==> src/rtl/amstrad_memarb_pkg.sv <==
// Shared definitions for the Amstrad memory arbiter.
// Holds the arbiter FSM state enum, the SDRAM byte-enable constants and the
// address widths used by the motherboard and SDRAM sides.
// Build option AMSTRAD_MEMARB_VID_PREFETCH_EN adds the PREF state used by the
// video prefetch buffer.
package amstrad_memarb_pkg;

    localparam int CPU_AW = 23;   // CPU byte address width
    localparam int SD_AW  = 22;   // SDRAM word address width
    localparam int VID_AW = 15;   // video word address width

    localparam logic [1:0] BE_LO = 2'b01;
    localparam logic [1:0] BE_HI = 2'b10;
    localparam logic [1:0] BE_W  = 2'b11;

`ifdef AMSTRAD_MEMARB_VID_PREFETCH_EN
    typedef enum logic [1:0] {IDLE, VID, CPU, PREF} arb_state_t;
`else
    typedef enum logic [1:0] {IDLE, VID, CPU} arb_state_t;
`endif

    // Byte lane selected by a CPU byte address: odd bytes live in the high half.
    function automatic logic [1:0] cpu_be(input logic addr_lsb);
        return addr_lsb ? BE_HI : BE_LO;
    endfunction

endpackage

==> src/rtl/amstrad_vid_prefetch.sv <==
// One-entry video prefetch buffer (only built with AMSTRAD_MEMARB_VID_PREFETCH_EN).
// Ports:
//   clk, reset        clock, synchronous active-high reset
//   fill              load fill_addr/fill_data into the buffer
//   fill_addr/data    video word address and data of a completed prefetch
//   inval             a CPU write is being issued to SDRAM word inval_word
//   inval_word        SDRAM word address of that write
//   lookup_addr       video word address to compare against the buffer
//   hit, hit_data     buffer holds lookup_addr; its data
module amstrad_vid_prefetch
    import amstrad_memarb_pkg::*;
#(
    parameter logic [SD_AW-1:0] VID_BASE = 22'h000000
) (
    input  logic              clk,
    input  logic              reset,
    input  logic              fill,
    input  logic [VID_AW-1:0] fill_addr,
    input  logic [15:0]       fill_data,
    input  logic              inval,
    input  logic [SD_AW-1:0]  inval_word,
    input  logic [VID_AW-1:0] lookup_addr,
    output logic              hit,
    output logic [15:0]       hit_data
);

    logic              buf_valid_reg;
    logic [VID_AW-1:0] buf_addr_reg;
    logic [15:0]       buf_data_reg;
    logic              fill_clobbered;
    logic              buf_clobbered;

    always_comb begin
        // A write issued in the same cycle as the fill lands after the
        // prefetch read, so the filled word is already stale.
        fill_clobbered = inval && (inval_word == VID_BASE + {{(SD_AW-VID_AW){1'b0}}, fill_addr});
        buf_clobbered  = inval && (inval_word == VID_BASE + {{(SD_AW-VID_AW){1'b0}}, buf_addr_reg});
    end

    always_ff @(posedge clk) begin
        if (reset) begin
            buf_valid_reg <= 1'b0;
            buf_addr_reg  <= '0;
            buf_data_reg  <= '0;
        end else if (fill) begin
            buf_valid_reg <= !fill_clobbered;
            buf_addr_reg  <= fill_addr;
            buf_data_reg  <= fill_data;
        end else if (buf_clobbered) begin
            buf_valid_reg <= 1'b0;
        end
    end

    assign hit      = buf_valid_reg && (lookup_addr == buf_addr_reg);
    assign hit_data = buf_data_reg;

endmodule

==> src/rtl/amstrad_mem_arbiter.sv <==
// Two-client arbiter: gate-array video word fetches and CPU byte accesses
// share one SDRAM request/acknowledge port. Video has fixed priority.
// Ports:
//   clk, reset               clock, synchronous active-high reset
//   vram_req/vram_addr       video fetch strobe and word address
//   vram_din/vram_valid      fetched word, one-cycle update pulse
//   mem_addr/mem_dout        CPU byte address and write data
//   mem_rd/mem_wr            CPU access levels (rising edge starts an access)
//   mem_din/cpu_done         CPU read byte (held), completion pulse
//   sd_req/sd_we/sd_addr/sd_be/sd_dout/sd_din/sd_ack   SDRAM port
//   vid_overrun              sticky: a video request overwrote a pending one
// Build option AMSTRAD_MEMARB_VID_PREFETCH_EN enables the next-word video
// prefetch buffer (amstrad_vid_prefetch).
module amstrad_mem_arbiter
    import amstrad_memarb_pkg::*;
#(
    parameter logic [SD_AW-1:0] VID_BASE = 22'h000000
) (
    input  logic              clk,
    input  logic              reset,
    input  logic              vram_req,
    input  logic [VID_AW-1:0] vram_addr,
    output logic [15:0]       vram_din,
    output logic              vram_valid,
    input  logic [CPU_AW-1:0] mem_addr,
    input  logic [7:0]        mem_dout,
    input  logic              mem_rd,
    input  logic              mem_wr,
    output logic [7:0]        mem_din,
    output logic              cpu_done,
    output logic              sd_req,
    output logic              sd_we,
    output logic [SD_AW-1:0]  sd_addr,
    output logic [1:0]        sd_be,
    output logic [15:0]       sd_dout,
    input  logic [15:0]       sd_din,
    input  logic              sd_ack,
    output logic              vid_overrun
);

    arb_state_t state_reg, state_next;

    logic              vid_pend_reg;
    logic [VID_AW-1:0] vid_addr_reg;
    logic              vid_overrun_reg;
    logic              cpu_pend_reg;
    logic [CPU_AW-1:0] cpu_addr_reg;
    logic [7:0]        cpu_data_reg;
    logic              cpu_we_reg;
    logic              rw_prev_reg;

    logic              sd_req_reg;
    logic              sd_we_reg;
    logic [SD_AW-1:0]  sd_addr_reg;
    logic [1:0]        sd_be_reg;
    logic [15:0]       sd_dout_reg;
    logic [15:0]       vram_din_reg;
    logic              vram_valid_reg;
    logic [7:0]        mem_din_reg;
    logic              cpu_done_reg;

    logic rw_level, cpu_edge;
    logic vid_done, cpu_xfer_done, slot_free;
    logic issue_vid, issue_cpu, issue_pref;
    logic vid_hit, vid_capture, overrun_set;

`ifdef AMSTRAD_MEMARB_VID_PREFETCH_EN
    logic              pref_pend_reg;
    logic [VID_AW-1:0] pref_addr_reg;
    logic [VID_AW-1:0] cur_vid_addr_reg;
    logic              pref_done;
    logic              buf_hit;
    logic [15:0]       buf_data;

    amstrad_vid_prefetch #(
        .VID_BASE(VID_BASE)
    ) u_prefetch (
        .clk        (clk),
        .reset      (reset),
        .fill       (pref_done),
        .fill_addr  (pref_addr_reg),
        .fill_data  (sd_din),
        .inval      (issue_cpu && cpu_we_reg),
        .inval_word (cpu_addr_reg[CPU_AW-1:1]),
        .lookup_addr(vram_addr),
        .hit        (buf_hit),
        .hit_data   (buf_data)
    );
`endif

    always_comb begin
        state_next    = state_reg;
        rw_level      = mem_rd | mem_wr;
        cpu_edge      = rw_level && !rw_prev_reg;
        vid_done      = (state_reg == VID) && sd_ack;
        cpu_xfer_done = (state_reg == CPU) && sd_ack;
        // The port is free in IDLE, or in the ack cycle of any access, so the
        // next request goes out the cycle after an ack (ack in IDLE is a no-op).
        slot_free     = (state_reg == IDLE) || sd_ack;
        issue_vid     = slot_free && vid_pend_reg;
        issue_cpu     = slot_free && !vid_pend_reg && cpu_pend_reg;
        issue_pref    = 1'b0;
        vid_hit       = 1'b0;
`ifdef AMSTRAD_MEMARB_VID_PREFETCH_EN
        pref_done     = (state_reg == PREF) && sd_ack;
        issue_pref    = slot_free && !vid_pend_reg && !cpu_pend_reg && pref_pend_reg;
        // A hit colliding with a VID completion would fight over vram_din;
        // let it take the normal SDRAM path instead.
        vid_hit       = vram_req && buf_hit && !vid_done;
`endif
        vid_capture   = vram_req && !vid_hit;
        // A request landing on the ack of the current fetch is a fresh one.
        overrun_set   = vid_capture && (vid_pend_reg || ((state_reg == VID) && !sd_ack));

        if (issue_vid) begin
            state_next = VID;
        end else if (issue_cpu) begin
            state_next = CPU;
`ifdef AMSTRAD_MEMARB_VID_PREFETCH_EN
        end else if (issue_pref) begin
            state_next = PREF;
`endif
        end else if (sd_ack) begin
            state_next = IDLE;
        end
    end

    always_ff @(posedge clk) begin
        if (reset) begin
            state_reg <= IDLE;
        end else begin
            state_reg <= state_next;
        end
    end

    always_ff @(posedge clk) begin
        if (reset) begin
            vid_pend_reg    <= 1'b0;
            vid_addr_reg    <= '0;
            vid_overrun_reg <= 1'b0;
            cpu_pend_reg    <= 1'b0;
            cpu_addr_reg    <= '0;
            cpu_data_reg    <= '0;
            cpu_we_reg      <= 1'b0;
            rw_prev_reg     <= 1'b0;
            sd_req_reg      <= 1'b0;
            sd_we_reg       <= 1'b0;
            sd_addr_reg     <= '0;
            sd_be_reg       <= '0;
            sd_dout_reg     <= '0;
            vram_din_reg    <= 16'hFFFF;
            vram_valid_reg  <= 1'b0;
            mem_din_reg     <= 8'hFF;
            cpu_done_reg    <= 1'b0;
`ifdef AMSTRAD_MEMARB_VID_PREFETCH_EN
            pref_pend_reg    <= 1'b0;
            pref_addr_reg    <= '0;
            cur_vid_addr_reg <= '0;
`endif
        end else begin
            rw_prev_reg <= rw_level;

            // A capture in the issue cycle re-arms the flag with the new address.
            if (vid_capture) begin
                vid_pend_reg <= 1'b1;
                vid_addr_reg <= vram_addr;
            end else if (issue_vid) begin
                vid_pend_reg <= 1'b0;
            end
            if (overrun_set) begin
                vid_overrun_reg <= 1'b1;
            end

            if (cpu_edge) begin
                cpu_pend_reg <= 1'b1;
                cpu_addr_reg <= mem_addr;
                cpu_data_reg <= mem_dout;
                cpu_we_reg   <= mem_wr;
            end else if (issue_cpu) begin
                cpu_pend_reg <= 1'b0;
            end

            // Command fields only change on issue, so they hold until the ack.
            sd_req_reg <= issue_vid || issue_cpu || issue_pref;
            if (issue_vid) begin
                sd_we_reg   <= 1'b0;
                sd_be_reg   <= BE_W;
                sd_addr_reg <= VID_BASE + {{(SD_AW-VID_AW){1'b0}}, vid_addr_reg};
            end else if (issue_cpu) begin
                sd_we_reg   <= cpu_we_reg;
                sd_be_reg   <= cpu_be(cpu_addr_reg[0]);
                sd_addr_reg <= cpu_addr_reg[CPU_AW-1:1];
                sd_dout_reg <= {cpu_data_reg, cpu_data_reg};
`ifdef AMSTRAD_MEMARB_VID_PREFETCH_EN
            end else if (issue_pref) begin
                sd_we_reg   <= 1'b0;
                sd_be_reg   <= BE_W;
                sd_addr_reg <= VID_BASE + {{(SD_AW-VID_AW){1'b0}}, pref_addr_reg};
`endif
            end

            vram_valid_reg <= vid_done || vid_hit;
            if (vid_done) begin
                vram_din_reg <= sd_din;
`ifdef AMSTRAD_MEMARB_VID_PREFETCH_EN
            end else if (vid_hit) begin
                vram_din_reg <= buf_data;
`endif
            end

            // sd_be_reg still names the byte lane of the access being acked.
            cpu_done_reg <= cpu_xfer_done;
            if (cpu_xfer_done && !sd_we_reg) begin
                mem_din_reg <= sd_be_reg[1] ? sd_din[15:8] : sd_din[7:0];
            end

`ifdef AMSTRAD_MEMARB_VID_PREFETCH_EN
            if (issue_vid) begin
                cur_vid_addr_reg <= vid_addr_reg;
            end
            if (vid_done) begin
                pref_pend_reg <= 1'b1;
                pref_addr_reg <= cur_vid_addr_reg + 1'b1;
            end else if (issue_pref) begin
                pref_pend_reg <= 1'b0;
            end
`endif
        end
    end

    assign sd_req      = sd_req_reg;
    assign sd_we       = sd_we_reg;
    assign sd_addr     = sd_addr_reg;
    assign sd_be       = sd_be_reg;
    assign sd_dout     = sd_dout_reg;
    assign vram_din    = vram_din_reg;
    assign vram_valid  = vram_valid_reg;
    assign mem_din     = mem_din_reg;
    assign cpu_done    = cpu_done_reg;
    assign vid_overrun = vid_overrun_reg;

endmodule

==> config.mk <==
export PLATFORM = sky130hd
export DESIGN_NAME = amstrad_mem_arbiter
export DESIGN_NICKNAME = d
export VERILOG_FILES = /design/src/rtl/amstrad_memarb_pkg.sv /design/src/rtl/amstrad_vid_prefetch.sv /design/src/rtl/amstrad_mem_arbiter.sv
export SDC_FILE = /design/constraint.sdc
export NUM_CORES = 1
export LEC_CHECK = 0
export ABC_AREA = 0
export CORE_MARGIN = 2
export CORE_UTILIZATION = 40
export CTS_CLUSTER_DIAMETER = 100
export CTS_CLUSTER_SIZE = 16
export DETAILED_ROUTE_END_ITERATION = 12
export PLACE_DENSITY_LB_ADDON = 0.08
export SYNTH_ARGS = -nofsm -noshare
export SYNTH_HDL_FRONTEND = slang
export SYNTH_HIERARCHICAL = 1
export SYNTH_SLANG_ARGS = --single-unit
==> constraint.sdc <==
create_clock -name clk -period 2.3 [get_ports clk]
set_input_delay 0.46 -clock clk [delete_from_list [all_inputs] [get_ports clk]]
set_output_delay 0.46 -clock clk [all_outputs]
set_load 0.05 [all_outputs]
* After elaboration in Yosys (flattened, before gate mapping)
Cells that the tools add are included. Widths: inputs -> output; s select.
Storage, ports and cells: register bits 121, bits of input ports 68, output and inout bits 69
Cells by class: eq/ne operators 2, mux-type cells 13, bitwise operators 2, reductions and logical operators 24
Operator list (count):
- $mux 15 | 2
- $mux 2 | 5
- $logic_and 1x1->1 | 9
- $mux 8 | 1
- $reduce_bool 2->1 | 4
- $mux 1 | 5
- $logic_not 1->1 | 4
- $logic_or 1x1->1 | 3
- $reduce_bool 3->1 | 1
- $eq 2x1->1 const B | 1
- $eq 2x2->1 const B | 1
- $logic_not 2->1 | 1
- $reduce_and 2->1 | 1
- $reduce_or 2->1 | 1
- $not 1->1 | 1
- $or 1x1->1 | 1

* Logic depth before layout (Yosys ltp)
Gate-level depths: netlist (run 1).
word-level depth 6, mapped depth 6

* Worst setup path before layout (run 1)
No wires, ideal clock.
kind reg2reg, from reg sd_be_reg[1], in the netlist sd_be[1], to reg mem_din_reg[0], in the netlist mem_din[0], library setup time 0.120 ns, data arrival time 1.427 ns, data required time 2.180 ns, setup slack 0.754 ns, stages on the path, launching flop included 5, clock period less this slack 1.546 ns, path through dfxtp_1 > buf_2 > mux2i_1 > nor2_1 > a211o_1
Between the ends: word-level cells in the longest chain between the ends 1
RTL lines:
- start: declaration | RTL line amstrad_mem_arbiter.sv:55 | logic [1:0] sd_be_reg;
- start signal: assignment | RTL line amstrad_mem_arbiter.sv:191 | sd_be_reg <= cpu_be(cpu_addr_reg[0]);
- $mux 8 | RTL line amstrad_mem_arbiter.sv:214 | mem_din_reg <= sd_be_reg[1] ? sd_din[15:8] : sd_din[7:0];
- end signal: assignment | RTL line amstrad_mem_arbiter.sv:214
- end: declaration | RTL line amstrad_mem_arbiter.sv:59 | logic [7:0] mem_din_reg;
Every way passes these cells. A chain may end at the register's enable or synchronous reset.

* Final worst setup path (run 1)
from reg sd_we_reg, in the netlist sd_we, to out sd_we
RTL lines:
- start: declaration | RTL line amstrad_mem_arbiter.sv:53 | logic sd_we_reg;
- start signal: assignment | RTL line amstrad_mem_arbiter.sv:190 | sd_we_reg <= cpu_we_reg;
- end: declaration | RTL line amstrad_mem_arbiter.sv:32 | output logic sd_we,
No word-level cell between the ends.

==> run summary, run 1 <==
Worst setup SP type -> register
Internal -> 4.54 mW
Clock power share -> 51.4%
Reg clk slew, reported paths -> 50 ps
Distinct cells, synth -> 35
Combinational share of power -> 12.2%
ANT cells -> 0
Setup violators final -> 0
Hold Path Depth -> 2
Final std cells w/o fill -> 785
Net Switching -> 1.35 mW
FMAX -> 452 MHz
Period Utilization, post-route -> 96.1%
CP required -> 1840 ps
Drt first pass iters -> 4
Synthesis-stage register bit count -> 113
Height of the die -> 110 um
Synth top area cells -> dfxtp_1 50%, nand2_1 12%, mux2i_1 5.3%
Initial Util -> 41.3%
Area growth syn-to-layout -> 45.7%
CP max-delay cell -> clkdlybuf4s50_1
Status -> finished, final reports clean
RSZ-0062 raised after global routing -> no
Fin. Hold Viols -> 0
Die X -> 110 um
All-layer global routing usage -> 19.9%
Avg WL per Cell -> 14.7 um
Sequential fraction of the synthesis area -> 50.4%
Crit path max-delay family -> buffers and inverters
Crit Path Class -> register to output pin
Clk sink count -> 113
Max FFs per register -> 23
Total wire length -> 11.6 mm
Placer Congestion -> 0.793
Syn Inst Count -> 513
Detail Placement HPWL -> 7.95 mm
Area of the core -> 10900 um^2
Total number of vias -> 3862
Cell depth of the worst setup path -> 1
Syn Area/Cell -> 8.76 um^2
Setup Fix Bufs, Post-CTS -> 0
Switching Share -> 22.9%
Detail Route Antenna Nets -> 0
Syn Nets -> 581
Worst min-delay path class -> input pin to register
Slew Viols, Final -> 0
Row count -> 38
Static Leakage -> 2.55 nW
Pin count of the biggest net entering global routing -> 56
Port Buf Inserts -> 136
Total CTS buffers -> 17
Die footprint -> 12100 um^2
Setup tns final -> 0 ps
Synth Cell Area -> 4490 um^2
Slew Limit Headroom -> 61.3%
Max rail drop VDD -> 421 uV
Reg2reg path depth -> 4
Grt ovf -> 0
Worst path bufs/invs -> 1
Max incr delay on CP -> 850 ps
Yosys warns -> 6
Vias in the first global route -> 3720
Vias per cell -> 4.92
Commonest non-fill, non-tap cell in the layout -> nand2_1
Commonest non-fill, non-tap cells in the layout -> 138 x nand2_1, 134 x clkdlybuf4s50_1, 113 x dfxtp_1
I/O Pins -> 137
Worst Max-Slew Pin Slew -> 580 ps
Worst-Skew Late Latency -> 510 ps
Crit-path cells -> clkdlybuf4s50_1
Share of cells above drive strength 1 -> 9.77%
CP max FO -> 3
Clk root buf -> clkbuf_8
Clock Path Buffers -> 2
Area leader, netlist -> dfxtp_1
Sequential power share -> 36.3%
Clk_skew -> 9.90 ps
CTS tree -> yes
Cts hold-fix bufs -> 0
Max-cap check violation count -> 0
Synth top area share -> 50.4%
Detailed router's first-iteration violation count -> 154
Pwr/cell area -> 899 nW/um^2
Endpoint type of the worst setup path -> output pin
Post-CTS sizing -> 0
Layout Nets -> 701
First-pass GRT wire length -> 18.4 mm
CP Data Arrival Time -> 1750 ps
Fin crit period -> 2210 ps
H-Tree Depth -> 4
Placed Cells -> 754
Drc violations -> 0
Antenna violations before repair -> 0
[worst register-to-register path: stages (launching register included)]
cell and delay (ps):
dfxtp_1 540, nor2b_1 330, buf_4 280, a21bo_2 160, a21oi_1 50
[stage by stage]
stage          power [mW]  util (%)  instance area [um^2]  hold slack (ps)  setup slack [ps]
2_1_floorplan        2.62         -                  4490              437               754
6_report             5.88      60.1                  6540              441              89.9
5_1_grt              6.08      60.1                  6540              457              35.1
3_5_place_dp         2.90      53.8                  5850              448               305
3_3_place_gp         2.89      53.8                  5850              443               373
4_1_cts              5.94      60.1                  6540              417              71.5
[layer usage]
metal	up-vias	wire, um	global-route usage, %
met5	-	0	0
met4	0	192	8.68
met3	23	808	4.70
met2	131	5080	29.5
met1	1740	5500	27.4
li1	1968	-	-
[logic make-up after synthesis]
| family | synth area share, % |
|---|---|
| muxes | 5.35 |
| buffers and inverters | 6.43 |
| AOI/OAI and AO/OA | 16.3 |
| and+or+nand+nor | 21.6 |
| DFF | 50.4 |
[final timing paths]
path                                        end             from  slack (ps)
worst max-delay path                      sd_we            sd_we          90
worst max register to register      sd_dout[13]     cpu_pend_reg         810
worst min-delay path               state_reg[0]            reset         440
worst min register to register  cpu_addr_reg[6]  cpu_addr_reg[6]         450
[cell usage after synthesis (all sizes together)]
cell type / count
dfxtp: 113
clkbuf: 16
nand3: 10
nor2: 33
o21bai: 2
or2b: 1
a22o: 15
a311oi: 1
a21oi: 49
buf: 34
nand2: 138
nand3b: 18
mux2i: 24
nand4b: 6
nor3: 3
o21ai: 18
nand2b: 1
and3b: 1
a21bo: 8
or2: 1
nor2b: 2
a211o: 8
nand4bb: 1
a31oi: 6
inv: 1
nor4: 1
o21ba: 2
[power groups by stage]
stage / Sequential, mW / Clock, mW / Combinational, mW
after floorplan: 2.30 / 0 / 0.317
after global placement: 2.17 / 0 / 0.713
after detailed placement: 2.18 / 0 / 0.721
after CTS: 2.14 / 3.08 / 0.725
after global routing: 2.15 / 3.16 / 0.777
final: 2.14 / 3.03 / 0.720
[layout make-up]
cell class	instances	area, um^2
Timing Repair Buffer	151	1470
Multi-Input combinational cell	349	1940
Inverter	1	3.75
Clock inverter	10	229
Clock buffer	21	459
Fill cell	986	4350
Sequential cell	113	2260
Tap cell	140	175
Note: power is estimated with default switching activity, not from simulation.
==> run 2, diff against run 1 <==
--- a/config.mk
+++ b/config.mk
@@ -7,11 +7,11 @@
 export LEC_CHECK = 0
 export ABC_AREA = 0
 export CORE_MARGIN = 2
-export CORE_UTILIZATION = 40
+export CORE_UTILIZATION = 50
 export CTS_CLUSTER_DIAMETER = 100
-export CTS_CLUSTER_SIZE = 16
 export DETAILED_ROUTE_END_ITERATION = 12
 export PLACE_DENSITY_LB_ADDON = 0.08
+export SLEW_MARGIN = 20
 export SYNTH_ARGS = -nofsm -noshare
 export SYNTH_HDL_FRONTEND = slang
 export SYNTH_HIERARCHICAL = 1
==> run 2 against run 1 <==
Net effect: clock power shrank 17%; register-to-register slack about the same; design area decreased by 2.7%; global-route usage rose by 3.1 points; critical path depth unchanged; critical endpoint unchanged; highest routed layer unchanged.
==> run summary, run 2 (same netlist as run 1, synthesis figures left out) <==
Status -> finished, final reports clean
Total number of vias -> 3861
Endpoint type of the worst setup path -> output pin
Fin. Hold Viols -> 0
Max-cap check violation count -> 0
Area of the core -> 8720 um^2
Worst setup startpoint -> sd_we
Grt ovf -> 0
Fin crit period -> 2160 ps
CTS tree -> yes
Layout Nets -> 697
Total wire length -> 11.0 mm
Initial Util -> 51.5%
Period Utilization, post-route -> 94.1%
Clock Path Buffers -> 2
Worst Max-Slew Pin Slew -> 614 ps
Antenna violations before repair -> 0
Max rail drop VDD -> 525 uV
Crit-path cells -> clkdlybuf4s50_1
Detail Placement HPWL -> 7.50 mm
Placed inst area -> 5780 um^2
Drc violations -> 0
Setup Fix Bufs, Post-CTS -> 0
Hold_sp -> reset
CP max-delay cell -> clkdlybuf4s50_1
Height of the die -> 98.8 um
CP Data Arrival Time -> 1700 ps
Static Leakage -> 2.47 nW
CP required -> 1840 ps
ANT cells -> 0
Area growth syn-to-layout -> 41.7%
Die footprint -> 9760 um^2
Total CTS buffers -> 17
RSZ-0062 raised after global routing -> no
Clk_skew -> 7.05 ps
Worst-Skew Late Latency -> 500 ps
Pwr/cell area -> 841 nW/um^2
Pin count of the biggest net entering global routing -> 53
Share of cells above drive strength 1 -> 9.35%
Setup violators final -> 0
Clk sink count -> 113
Max FFs per register -> 23
Reg clk slew, reported paths -> 50 ps
Worst r2r src -> vid_pend_reg
FMAX -> 462 MHz
Post-CTS sizing -> 0
Crit path max-delay family -> buffers and inverters
Die X -> 98.8 um
Fill count -> 670
Row count -> 34
Max incr delay on CP -> 830 ps
Cts hold-fix bufs -> 0
Slew Viols, Final -> 0
I/O Pins -> 137
Port Buf Inserts -> 136
Setup tns final -> 0 ps
Worst setup SP type -> register
Commonest non-fill, non-tap cells in the layout -> 138 x nand2_1, 134 x clkdlybuf4s50_1, 113 x dfxtp_1
Placer Congestion -> 0.798
Vias per cell -> 5.15
Vias in the first global route -> 3795
H-Tree Depth -> 4
Avg WL per Cell -> 14.7 um
Detail Route Antenna Nets -> 0
Worst path bufs/invs -> 1
CP max FO -> 3
All-layer global routing usage -> 22.9%
Commonest non-fill, non-tap cell in the layout -> nand2_1
Clk root buf -> clkbuf_8
Fin area -> 6360 um^2
Detailed router's first-iteration violation count -> 103
Slew Limit Headroom -> 58.9%
Worst min-delay path class -> input pin to register
Drt first pass iters -> 4
Crit Path Class -> register to output pin
First-pass GRT wire length -> 17.9 mm
[run 2: changes by cell type in the layout (fill, tap and decap cells not counted)]
cell	previous run	this run
clkbuf_8	4	5
clkinvlp_4	0	3
clkinv_2	2	5
clkinv_4	1	0
buf_4	17	13
bufinv_16	7	2
[run 2: final cells by class]
class | instances | area [um^2] | share of cell area (%)
Tap cell | 108 | 135 | 2.12
Timing Repair Buffer | 147 | 1440 | 22.6
Inverter | 1 | 3.75 | 0.0590
Clock buffer | 22 | 473 | 7.43
Clock inverter | 10 | 108 | 1.69
Multi-Input combinational cell | 349 | 1940 | 30.5
Sequential cell | 113 | 2260 | 35.5
[run 2: path summary, 6_finish.rpt]
check | to | slack (ps) | cells past startpoint
min reg2reg | cpu_addr_reg[21] | 450 | 2
min | vid_addr_reg[8] | 440 | 2
max | sd_we | 140 | 1
max reg2reg | sd_dout[14] | 810 | 4
[run 2: metrics by stage]
stage                     power [mW]  instances  hold slack, ps  worst slack, ps  util, %
final                           5.35        750             443              136     73.0
after global routing            5.56        750             443             73.1     73.0
after CTS                       5.39        750             426              116     73.0
after detailed placement        2.89        718             448              280     66.3
after global placement          2.88        718             444              348     66.3
after floorplan                 2.62        513             437              754        -
[run 2: per-layer routing]
layer / wire length, um / GRT usage [%]
met1: 5010 / 29.7
met2: 5390 / 37.9
met3: 544 / 6.17
met4: 57 / 6.43
met5: 0 / 0
[run 2: power breakdown]
part | switching [mW] | internal (mW) | total, mW
clock | 0.860 | 1.64 | 2.50
sequential | 0.0700 | 2.06 | 2.13
combinational | 0.414 | 0.301 | 0.715
total | 1.34 | 4.01 | 5.35
==> run 3, diff against run 2 <==
--- a/config.mk
+++ b/config.mk
@@ -7,7 +7,7 @@
 export LEC_CHECK = 0
 export ABC_AREA = 0
 export CORE_MARGIN = 2
-export CORE_UTILIZATION = 50
+export CORE_UTILIZATION = 47
 export CTS_CLUSTER_DIAMETER = 100
 export DETAILED_ROUTE_END_ITERATION = 12
 export PLACE_DENSITY_LB_ADDON = 0.08
==> constraint.sdc (replaced) <==
create_clock -name clk -period 2.38 [get_ports clk]
set_input_delay 0.476 -clock clk [delete_from_list [all_inputs] [get_ports clk]]
set_output_delay 0.476 -clock clk [all_outputs]
set_load 0.05 [all_outputs]
==> run 3 against run 2 <==
Net effect: via count grew 0.98%; routed wire length increased by 0.99%; global-route usage shrank 1.2 points; die area increased by 6.1%; clock power up 12%; combinational power shrank 2%; non-clock buffer count up 3; hold slack worse by 110 ps.
==> run summary, run 3 (same netlist as run 1, synthesis figures left out) <==
Status -> finished, final reports clean
CP max-delay cell -> clkdlybuf4s50_1
CP required -> 1900 ps
CTS tree -> yes
Crit Path Class -> register to output pin
Switching Share -> 23.4%
Worst min-delay path class -> input pin to register
Total number of vias -> 3899
Crit path max-delay family -> buffers and inverters
H-Tree Depth -> 4
Worst setup SP type -> register
Vias per cell -> 5.04
Antenna violations before repair -> 0
Fin crit period -> 2170 ps
Commonest non-fill, non-tap cell in the layout -> nand2_1
Place WS -> 376 ps
Internal -> 4.25 mW
Commonest non-fill, non-tap cells in the layout -> 138 x nand2_1, 134 x clkdlybuf4s50_1, 113 x dfxtp_1
Worst Max-Slew Pin Slew -> 600 ps
Clk root buf -> clkbuf_8
Drt first pass iters -> 5
Reg2reg path depth -> 4
Initial Util -> 48.6%
Worst setup startpoint -> sd_dout[12]
Area of the core -> 9240 um^2
Share of cells above drive strength 1 -> 9.47%
Worst path bufs/invs -> 1
Fill count -> 734
Hold Path Depth -> 2
Fin. Hold Viols -> 0
Clk sink count -> 113
Detail Route Antenna Nets -> 0
Final std cells w/o fill -> 773
Avg WL per Cell -> 14.4 um
Slew Limit Headroom -> 59.8%
First-pass GRT wire length -> 17.6 mm
Max FFs per register -> 23
Pin count of the biggest net entering global routing -> 51
Cell depth of the worst setup path -> 1
Worst-Skew Late Latency -> 500 ps
Crit-path cells -> clkdlybuf4s50_1
Area growth syn-to-layout -> 44.7%
Vias in the first global route -> 3679
Clk_skew -> 8.58 ps
Slew Viols, Final -> 0
Pwr/cell area -> 853 nW/um^2
Height of the die -> 102 um
Max incr delay on CP -> 820 ps
Setup tns final -> 0 ps
Cts hold-fix bufs -> 0
All-layer global routing usage -> 21.7%
Grt ovf -> 0
Design Power -> 5.55 mW
Drc violations -> 0
Max-cap check violation count -> 0
Clock Path Buffers -> 2
CP max FO -> 3
RSZ-0062 raised after global routing -> no
Register area -> 2260 um^2
Sequential power share -> 37.2%
Post-CTS sizing -> 0
Total CTS buffers -> 17
Static Leakage -> 2.53 nW
Total wire length -> 11.1 mm
Placer Congestion -> 0.794
Hold_sp -> reset
Die footprint -> 10400 um^2
Max rail drop VDD -> 440 uV
CP Data Arrival Time -> 1700 ps
Placed Cells -> 742
Layout Nets -> 700
Row count -> 35
Detail Placement HPWL -> 7.61 mm
Port Buf Inserts -> 136
Multi-input gate area -> 1940 um^2
Period Utilization, post-route -> 91.4%
Setup Fix Bufs, Post-CTS -> 0
Endpoint type of the worst setup path -> output pin
Worst r2r src -> cpu_pend_reg
I/O Pins -> 137
Setup violators final -> 0
Combinational share of power -> 12.6%
ANT cells -> 0
FMAX -> 460 MHz
Reg clk slew, reported paths -> 50 ps
Clock power share -> 50.3%
Detailed router's first-iteration violation count -> 138
Setup ws final -> 205 ps
Net Switching -> 1.30 mW
Die X -> 102 um
## run 3: worst paths after layout
kind | to | slack [ps]
max | sd_dout[12] | 210
min | vid_pend_reg | 340
max reg2reg | sd_addr[3] | 800
min reg2reg | cpu_addr_reg[17] | 460
## run 3: metal layers
metal | global-route usage, % | vias up | share of wire (%)
met2 | 33.0 | 129 | 45
met3 | 6.28 | 13 | 6.7
met1 | 29.7 | 1785 | 47
met5 | 0 | - | 0
met4 | 7.59 | 0 | 1.2
li1 | - | 1972 | -
## run 3: cell type report
type	count	share of cell area (%)
clock buffer	21	6.91
tap	129	2.48
sequential	113	34.8
multi-input combinational	349	29.9
clock inverter	10	3.18
inverter	1	0.0577
timing repair buffer	150	22.7
## run 3: power by group through the flow
stage                     Sequential (mW)  Clock, mW  Combinational [mW]
after floorplan                      2.22          0               0.306
after global placement               2.10          0               0.688
after detailed placement             2.10          0               0.697
after CTS                            2.06       2.83               0.701
after global routing                 2.07       2.92               0.749
final                                2.06       2.79               0.698
## run 3: metrics by stage
stage	area (um^2)	utilization, %	hold slack [ps]
after floorplan	4490	-	437
after global placement	5850	63.3	443
after detailed placement	5850	63.3	448
after CTS	6500	70.4	309
after global routing	6500	70.4	336
final	6500	70.4	335
